===== src/rtl/simple_processor_pkg.sv =====
// Shared definitions for the simple 9-bit multi-cycle processor.
// Holds the datapath width, the opcode values, the step-counter encoding
// and a small 3-to-8 decoder helper used for register selection.
package simple_processor_pkg;

  localparam int N = 9;

  localparam logic [2:0] OP_MV  = 3'b000;
  localparam logic [2:0] OP_MVI = 3'b001;
  localparam logic [2:0] OP_ADD = 3'b010;
  localparam logic [2:0] OP_SUB = 3'b011;

  typedef enum logic [1:0] {
    T0 = 2'b00,
    T1 = 2'b01,
    T2 = 2'b10,
    T3 = 2'b11
  } step_t;

  // One-hot decode of a 3-bit register index.
  function automatic logic [7:0] dec3to8(input logic [2:0] idx);
    dec3to8 = 8'b0000_0001 << idx;
  endfunction

endpackage


===== src/rtl/simple_processor_regn.sv =====
// regn: N-bit register with load enable and asynchronous active-low clear.
// Ports:
//   Clock  - rising-edge clock
//   Resetn - asynchronous active-low clear
//   load   - when high, q takes d on the rising edge
//   d      - next value
//   q      - stored value
module regn
  import simple_processor_pkg::*;
#(
  parameter int W = N
) (
  input  logic         Clock,
  input  logic         Resetn,
  input  logic         load,
  input  logic [W-1:0] d,
  output logic [W-1:0] q
);

  logic [W-1:0] q_r;

  // Storage with load enable; cleared asynchronously by Resetn.
  always_ff @(posedge Clock or negedge Resetn) begin
    if (!Resetn) begin
      q_r <= '0;
    end else if (load) begin
      q_r <= d;
    end else begin
      q_r <= q_r;
    end
  end

  assign q = q_r;

endmodule


===== src/rtl/simple_processor.sv =====
// simple_processor_top: multi-cycle 9-bit processor with eight GPRs (R0-R7),
// accumulator A, result register G and an add/sub ALU on a shared bus.
// Instructions are fetched from DIN in step T0 while Run is high; mvi takes
// its immediate from DIN in step T1.
// Ports:
//   Clock  - rising-edge clock
//   Resetn - asynchronous active-low reset
//   Run    - start request, sampled only in T0
//   DIN    - instruction word (T0) or immediate (mvi T1)
//   Bus    - internal bus value (combinational)
//   Done   - high during the final step of an instruction (combinational)
module simple_processor_top
  import simple_processor_pkg::*;
(
  input  logic         Clock,
  input  logic         Resetn,
  input  logic         Run,
  input  logic [N-1:0] DIN,
  output logic [N-1:0] Bus,
  output logic         Done
);

  step_t        step_r;
  step_t        step_next_s;

  logic [N-1:0] ir_q_s;
  logic [N-1:0] a_q_s;
  logic [N-1:0] g_q_s;
  logic [N-1:0] r_q_s [0:7];
  logic [N-1:0] bus_s;
  logic [N-1:0] alu_s;

  logic [2:0]   op_s;
  logic [7:0]   xreg_s;
  logic [7:0]   yreg_s;

  logic         ir_load_s;
  logic [7:0]   rin_s;
  logic         ain_s;
  logic         gin_s;
  logic [7:0]   sel_r_s;
  logic         sel_g_s;
  logic         sel_din_s;
  logic         sub_s;
  logic         done_s;

  assign op_s      = ir_q_s[2:0];
  assign xreg_s    = dec3to8(ir_q_s[5:3]);
  assign yreg_s    = dec3to8(ir_q_s[8:6]);
  assign ir_load_s = (step_r == T0) && Run;

  // Step counter state register.
  always_ff @(posedge Clock or negedge Resetn) begin
    if (!Resetn) begin
      step_r <= T0;
    end else begin
      step_r <= step_next_s;
    end
  end

  // Per-step control decode and next-step selection.
  always_comb begin
    step_next_s = step_r;
    rin_s       = 8'h00;
    ain_s       = 1'b0;
    gin_s       = 1'b0;
    sel_r_s     = 8'h00;
    sel_g_s     = 1'b0;
    sel_din_s   = 1'b0;
    sub_s       = 1'b0;
    done_s      = 1'b0;

    case (step_r)
      T0: begin
        if (Run) begin
          step_next_s = T1;
        end else begin
          step_next_s = T0;
        end
      end
      T1: begin
        step_next_s = T2;
        case (op_s)
          OP_MV: begin
            sel_r_s = yreg_s;
            rin_s   = xreg_s;
            done_s  = 1'b1;
          end
          OP_MVI: begin
            sel_din_s = 1'b1;
            rin_s     = xreg_s;
            done_s    = 1'b1;
          end
          OP_ADD, OP_SUB: begin
            sel_r_s = xreg_s;
            ain_s   = 1'b1;
          end
          default: begin
            done_s = 1'b1;
          end
        endcase
      end
      T2: begin
        step_next_s = T3;
        if ((op_s == OP_ADD) || (op_s == OP_SUB)) begin
          sel_r_s = yreg_s;
          gin_s   = 1'b1;
          sub_s   = (op_s == OP_SUB);
        end else begin
          // Unreachable for single-step opcodes; return to fetch safely.
          done_s = 1'b1;
        end
      end
      T3: begin
        step_next_s = T0;
        if ((op_s == OP_ADD) || (op_s == OP_SUB)) begin
          sel_g_s = 1'b1;
          rin_s   = xreg_s;
          done_s  = 1'b1;
        end else begin
          done_s = 1'b1;
        end
      end
      default: begin
        step_next_s = T0;
      end
    endcase

    // The Done step always hands control back to fetch.
    if (done_s) begin
      step_next_s = T0;
    end else begin
      step_next_s = step_next_s;
    end
  end

  // Bus mux: R0 has highest priority, then R1..R7, then G, then DIN.
  always_comb begin
    bus_s = 9'h000;
    if (|sel_r_s) begin
      for (int i = 7; i >= 0; i--) begin
        if (sel_r_s[i]) begin
          bus_s = r_q_s[i];
        end else begin
          bus_s = bus_s;
        end
      end
    end else if (sel_g_s) begin
      bus_s = g_q_s;
    end else if (sel_din_s) begin
      bus_s = DIN;
    end else begin
      bus_s = 9'h000;
    end
  end

  // Add/subtract unit; result wraps modulo 2^N.
  always_comb begin
    if (sub_s) begin
      alu_s = a_q_s - bus_s;
    end else begin
      alu_s = a_q_s + bus_s;
    end
  end

  regn #(.W(N)) u_ir (
    .Clock (Clock),
    .Resetn(Resetn),
    .load  (ir_load_s),
    .d     (DIN),
    .q     (ir_q_s)
  );

  regn #(.W(N)) u_a (
    .Clock (Clock),
    .Resetn(Resetn),
    .load  (ain_s),
    .d     (bus_s),
    .q     (a_q_s)
  );

  regn #(.W(N)) u_g (
    .Clock (Clock),
    .Resetn(Resetn),
    .load  (gin_s),
    .d     (alu_s),
    .q     (g_q_s)
  );

  for (genvar gi = 0; gi < 8; gi++) begin : g_gpr
    regn #(.W(N)) u_r (
      .Clock (Clock),
      .Resetn(Resetn),
      .load  (rin_s[gi]),
      .d     (bus_s),
      .q     (r_q_s[gi])
    );
  end

  assign Bus  = bus_s;
  assign Done = done_s;

endmodule


===== config.mk =====
export PLATFORM = sky130hd
export DESIGN_NAME = simple_processor_top
export DESIGN_NICKNAME = d
export VERILOG_FILES = /design/src/rtl/simple_processor_pkg.sv /design/src/rtl/simple_processor_regn.sv /design/src/rtl/simple_processor.sv
export SDC_FILE = /design/constraint.sdc
export NUM_CORES = 1
export LEC_CHECK = 0
export CAP_MARGIN = 40
export CELL_PAD_IN_SITES_DETAIL_PLACEMENT = 1
export CELL_PAD_IN_SITES_GLOBAL_PLACEMENT = 2
export CORE_AREA = 2 2 126 128
export CTS_CLUSTER_SIZE = 12
export DETAILED_ROUTE_END_ITERATION = 8
export DIE_AREA = 0 0 128 130
export DONT_BUFFER_PORTS = 1
export GPL_ROUTABILITY_DRIVEN = 1
export PLACE_DENSITY = 0.87
export SLEW_MARGIN = 0
export SYNTH_ARGS = -nofsm -noshare
export SYNTH_HDL_FRONTEND = slang
export SYNTH_SLANG_ARGS = --single-unit

===== constraint.sdc =====
create_clock -name Clock -period 4.43 [get_ports Clock]
set_input_delay 0.886 -clock Clock [delete_from_list [all_inputs] [get_ports Clock]]
set_output_delay 0.886 -clock Clock [all_outputs]
set_load 0.02 [all_outputs]

==> flow_summary.yaml, run 1 <==
status:
  status: "finished, violations left"
  violations: "negative setup slack"
die:
  core_area_mm2: 0.0154
  die_w_um: 128
  top_level_ports: 22
  start_util_pct: 37.2
  dieArea_mm2: 0.0166
  rows: 46
  die_h_um: 130
grt:
  grt_max_degree: 102
  grtUsageTotal_pct: 23.6
  antenna_found_initial: 0
  grt_pass1_vias: 5302
  grt_overflow: 0
  grt_pass1_wl_mm: 29.8
layout:
  drive_gt1_share_pct: 42.6
  nets: 688
  finalNonFillerCells: 858
  diodes: 0
  area_growth_pct: 30.1
  post-route-util_pct: 48.4
sta:
  tns_ps: -303
  period_needed_ps: 4610
  max_freq_ghz: 0.217
  finalMaxSlewViolations: 0
  whs_ps: 228
  setup_ws_ps: -185
  hold_viol_final: 0
  slew_headroom_pct: 60.0
  finalSetupViolCount: 2
  rsz0062_at_grt: "true"
  fin_skew_ps: 11.3
  tightestPinTransition_ps: 592
  min_period_over_period_pct: 104
clocking:
  clk_latency_ps: 360
  h-tree-depth: 3
  cts_tree: "done"
  hold_buffers: 0
  cts_buffers: 9
  clock-sinks: 101
  path_clk_slew_ps: 80
  cts_buffer_depth: 2
  root_buffer: "clkbuf_16"
power_and_ir_drop:
  vdd_drop_max_v: 0.000590
  pwr-share-seq_pct: 24.7
  p_sw_mw: 2.76
  powerDensity_mw_per_mm2: 891
  p_leak_nw: 3.40
  finalPower_mw: 6.65
  p_sw_share_pct: 41.5
  p_int_mw: 3.89
  power_frac_clock_pct: 11.9
  comb_power_share_pct: 63.4
drt:
  routed_wl_mm: 19.4
  num_vias: 4946
  via_per_inst: 5.76
  post_drt_wl_per_cell_um: 22.6
  dr.pass1.iters: 4
  postRouteAntennaNets: 0
  drc_errors: 0
  drt_iter0_markers: 376
critical_path:
  crit_path_max_fanout: 5
  worstSetupStartpointType: "register"
  timing.critical_path.mode_cell: "xnor2_1"
  crit_buf_inv: 3
  slowest_delay_ps: 390
  slowest_stage: "dfrtp_1"
  worst_path_dominant_cell_family: "compound AO/OA/AOI/OAI gates"
  cp.required_ps: 4670
  worstSetupEndpointType: "register"
  critPathKind: "reg -> reg"
  arrival_ps: 4860
  r2r_cells: 23
  path_depth: 23
  crit_chain: "buf_6, ha_4, nor3b_4, buf_4, o21ai_4, o32a_1, buf_6, and3_4, a221o_1, a31oi_4, ha_4, nand2_2, or2_4, o31ai_4, xor2_1, ha_1, or3_1, o21ai_2, a21oi_2, xnor2_1, xnor2_1, xnor2_1, o21ai_1"
synth:
  syn-cell-area_mm2: 0.00574
  yosysUniqueCellTypes: 83
  yosysSeqAreaShare_pct: 44.1
  mappedNetlistNets: 579
  yosys-top-cells-count: "dfrtp_1 (101), mux2_2 (56), nand2_1 (50), nor2_1 (49), a21oi_1 (38)"
  synth_async_sr_flop_share_pct: 100
  yosys.area.top_type: "dfrtp_1"
  syn_inst: 552
  yosysMostFrequentCell: "dfrtp_1"
  ys_ff_latch: 101
  synth.avg_cell_area_um2: 10.4
  synthTopCellsByArea: "dfrtp_1 (44%), mux2_2 (11%), a21oi_1 (3.3%)"
  ys_warn_count: 0
  synth_edf_count: 0
  yosys_most_used_dff: "dfrtp_1"
  synth_top_area_share_pct: 44.1
flow_run:
  cap_violations: 0
placed_design:
  gp_congestion: 0.855
  portBuffers: 0
  hpwl_mm: 13.7
  dp_cells: 822
hold_path:
  hp-class: "in -> async"
[area by class of cell]
class                           count  area (µm²)
Clock buffer                       11         253
Clock inverter                      5        40.0
Fill cell                        1700        7960
Inverter                           13        48.8
Multi-Input combinational cell    402        3330
Sequential cell                   101        2530
Tap cell                          192         240
Timing Repair Buffer              134        1020
[registers in the layout (all words and copies together), names as in the netlist]
signal,cells
g_gpr.u_r.q,72
u_a.q,9
u_g.q,9
u_ir.q,9
step_r,2
[cell families after synthesis]
| kind of cell | share of synthesized area (%) |
|---|---|
| multiplexers | 11.5 |
| XOR/XNOR | 2.29 |
| flip-flops | 44.1 |
| buffers and inverters | 4.36 |
| AND/OR/NAND/NOR | 14.3 |
| AO/OA/AOI/OAI | 20.1 |
| adder cells (fa/ha/maj) | 3.40 |
[metal layers]
metal / GRT usage, % / wire length, µm / vias to the layer above
met3: 4.26 / 876 / 37
li1: - / - / 2225
met2: 41.0 / 9740 / 137
met1: 30.0 / 8370 / 2547
met5: 0 / 0 / -
met4: 7.50 / 421 / 0
[power groups by stage]
| stage | registers, mW | clock network [mW] | logic [mW] |
|---|---|---|---|
| final | 1.64 | 0.791 | 4.22 |
| after global routing | 1.69 | 0.838 | 4.52 |
| after CTS | 1.63 | 0.801 | 3.87 |
| after detailed placement | 1.63 | 0 | 3.57 |
| after global placement | 1.60 | 0 | 3.42 |
| after floorplan | 1.51 | 0 | 2.26 |
[through the flow]
stage | setup WS (ps) | instance area (µm²)
after floorplan | -147 | 5820
after global placement | -226 | 6640
after detailed placement | -406 | 6700
after CTS | -92.8 | 7300
after global routing | -348 | 7460
final | -185 | 7460
[worst reg2reg max path: stages, from the launching register on]
cell,delay [ps]
dfrtp_1,390
buf_6,120
ha_4,150
nor3b_4,210
buf_4,150
o21ai_4,70
o32a_1,390
buf_6,140
and3_4,160
a221o_1,310
a31oi_4,200
ha_4,180
nand2_2,50
or2_4,270
o31ai_4,200
xor2_1,200
ha_1,270
or3_1,330
o21ai_2,80
a21oi_2,50
xnor2_1,190
xnor2_1,150
xnor2_1,150
o21ai_1,90
[cell usage in the layout (no fill, tap or decap), types with 7 or more instances in the layout]
master	netlist	final
o21ai_0	26	17
o21ai_1	5	7
a221o_1	8	8
dfrtp_1	101	100
mux2_2	56	56
a22oi_1	8	7
nand2_1	50	47
ha_1	14	9
buf_4	2	130
nand2b_1	8	8
inv_1	13	10
xnor2_1	11	9
a21oi_1	38	33
clkbuf_16	0	9
nor2_1	49	46
[path summary, 6_finish.rpt]
kind | start | end | slack, ps
setup / recovery | step_r[0]$_DFF_PN0_ | u_g.q[8]$_DFFE_PN0P_ | -180
hold / removal | Resetn | g_gpr[6].u_r.q[5]$_DFFE_PN0P_ | 230
setup reg to reg | step_r[0]$_DFF_PN0_ | u_g.q[8]$_DFFE_PN0P_ | -180
hold reg to reg | u_a.q[0]$_DFFE_PN0P_ | u_a.q[0]$_DFFE_PN0P_ | 490
max in group asynchronous | Resetn | u_ir.q[1]$_DFFE_PN0P_ | 4050
min in group Clock | u_a.q[0]$_DFFE_PN0P_ | u_a.q[0]$_DFFE_PN0P_ | 490
[timing repair]
item / CTS / global route
setup buffers: 16 / 6
pin swaps: 35 / 32
resized for setup: 43 / 24
setup endpoints to repair: 4 / 6
(Power assumes the default switching activity.)
==> run 2: changes to the inputs <==
Clock period 4.43 ns to 4.2 ns, I/O delays scaled along.
==> run 2 against run 1 <==
  * Largest cell class unchanged
  * Sequential power grew 6%
  * Sequential share of layout area shrank 0.82 points
  * Register-to-register slack lost 320 ps
  * Critical path type unchanged
  * The run still ends with negative setup slack left
==> flow_summary.yaml, run 2 (synthesized netlist as in run 1, its figures left out) <==
drt:
  post_drt_wl_per_cell_um: 23.8
  postRouteAntennaNets: 0
  drt_iter0_markers: 332
  dr.pass1.iters: 4
  drc_errors: 0
  routed_wl_mm: 20.7
  via_per_inst: 5.87
  num_vias: 5124
placed_design:
  placed_cell_area_mm2: 0.00685
  dpl_worst_slack_ps: -644
  gp_congestion: 0.894
  hpwl_mm: 14.5
  portBuffers: 0
  dp_cells: 840
power_and_ir_drop:
  p_leak_nw: 3.49
  powerDensity_mw_per_mm2: 1000
  finalPower_mw: 7.67
  vdd_drop_max_v: 0.000596
clocking:
  path_clk_slew_ps: 80
  clk_latency_ps: 360
  clock-sinks: 101
  root_buffer: "clkbuf_16"
  h-tree-depth: 3
  hold_buffers: 0
  cts_buffers: 9
  cts_tree: "done"
  cts_buffer_depth: 2
layout:
  drive_gt1_share_pct: 44.2
  largest_reg_flops: 72
  diodes: 0
  post-route-util_pct: 49.6
  mostFrequentLayoutCells: "buf_4 (132), dfrtp_1 (100), mux2_2 (56), nor2_1 (47), nand2_1 (46)"
  seqCellArea_mm2: 0.00253
  nets: 703
  final_common_cell: "buf_4"
  multi_input_area_mm2: 0.00330
  finalNonFillerCells: 873
  final_area_mm2: 0.00765
  fill_cells: 1713
  area_growth_pct: 33.3
critical_path:
  arrival_ps: 4940
  worstSetupStartpointType: "register"
  critPathKind: "reg -> reg"
  worstSetupEndpointType: "register"
  cp.required_ps: 4440
  r2r_cells: 23
  crit_path_max_fanout: 6
flow_run:
  cap_violations: 0
sta:
  whs_ps: 171
  min_period_over_period_pct: 112
  tightestPinTransition_ps: 686
  tns_ps: -1630
  hold_viol_final: 0
  finalMaxSlewViolations: 0
  fin_skew_ps: 11.2
  period_needed_ps: 4710
  max_freq_ghz: 0.212
  setup_ws_ps: -507
  rsz0062_at_grt: "true"
  finalSetupViolCount: 6
  slew_headroom_pct: 53.9
die:
  dieArea_mm2: 0.0166
  die_w_um: 128
  core_area_mm2: 0.0154
  rows: 46
  start_util_pct: 37.2
  top_level_ports: 22
  die_h_um: 130
grt:
  grtUsageTotal_pct: 25.5
  antenna_found_initial: 0
  grt_pass1_vias: 5608
  grt_max_degree: 102
  grt_pass1_wl_mm: 32.1
  grt_overflow: 0
hold_path:
  hp-class: "in -> async"
status:
  status: "finished, violations left"
  violations: "negative setup slack"
## run 2: cell count changes in the layout (fill, tap and decap cells not counted), moves of 2 or more
cell and change:
buf_6 +10, ha_2 +2, xnor2_2 +2, o21ai_1 +2, a21oi_1 +2, a21oi_2 -2, nand2_2 +2, xnor2_1 -2
inv_8 +2, buf_4 +2, buf_12 +2
## run 2: final cells by class
type                    instances  share of cell area (%)
multi-input cells             402                    43.2
flip-flops and latches        101                    33.1
repair buffers                149                    16.0
well taps                     192                    3.14
clock buffers                  10                    3.12
clock inverters                 6                   0.851
inverters                      13                   0.671
## run 2: final timing paths
path	from	endpoint	slack, ps
setup / recovery	step_r[1]$_DFF_PN0_	u_g.q[8]$_DFFE_PN0P_	-510
hold / removal	Resetn	g_gpr[4].u_r.q[1]$_DFFE_PN0P_	170
setup reg to reg	step_r[1]$_DFF_PN0_	u_g.q[8]$_DFFE_PN0P_	-510
hold reg to reg	u_g.q[1]$_DFFE_PN0P_	u_g.q[1]$_DFFE_PN0P_	500
max in group asynchronous	Resetn	u_ir.q[1]$_DFFE_PN0P_	3820
min in group Clock	u_g.q[1]$_DFFE_PN0P_	u_g.q[1]$_DFFE_PN0P_	500
## run 2: power breakdown
group / switching, mW / internal (mW) / total [mW]
Clock: 0.426 / 0.438 / 0.864
Combinational: 2.45 / 2.62 / 5.07
Sequential: 0.354 / 1.38 / 1.74
Total: 3.23 / 4.44 / 7.67
## run 2: layer usage
layer	vias up	global-route usage (%)	share of wire [%]
met5	-	0	0
met4	0	11.3	4.4
met3	66	3.98	4.5
met2	164	44.6	49
met1	2643	31.5	42
li1	2251	-	-
## run 2: critical path: stages (launching register included)
cell,delay [ps]
dfrtp_1,400
inv_2,110
ha_4,190
buf_4,120
and3b_2,260
nand3_2,120
o22a_2,210
and3_1,190
a2111oi_2,340
a22oi_2,160
buf_4,160
buf_4,120
o31a_1,260
buf_4,150
o31ai_2,280
xor2_1,120
ha_1,230
or3_4,400
o21ai_2,100
a21oi_2,60
xnor2_1,200
xnor2_1,160
xnor2_1,160
o21ai_1,100
## run 2: timing repair
item                                    in CTS  in global routing
pin swaps                                   34                 31
gates resized for setup                     54                 26
setup buffers                               12                  5
cloned                                       1                  0
endpoints found under the setup margin      12                 15
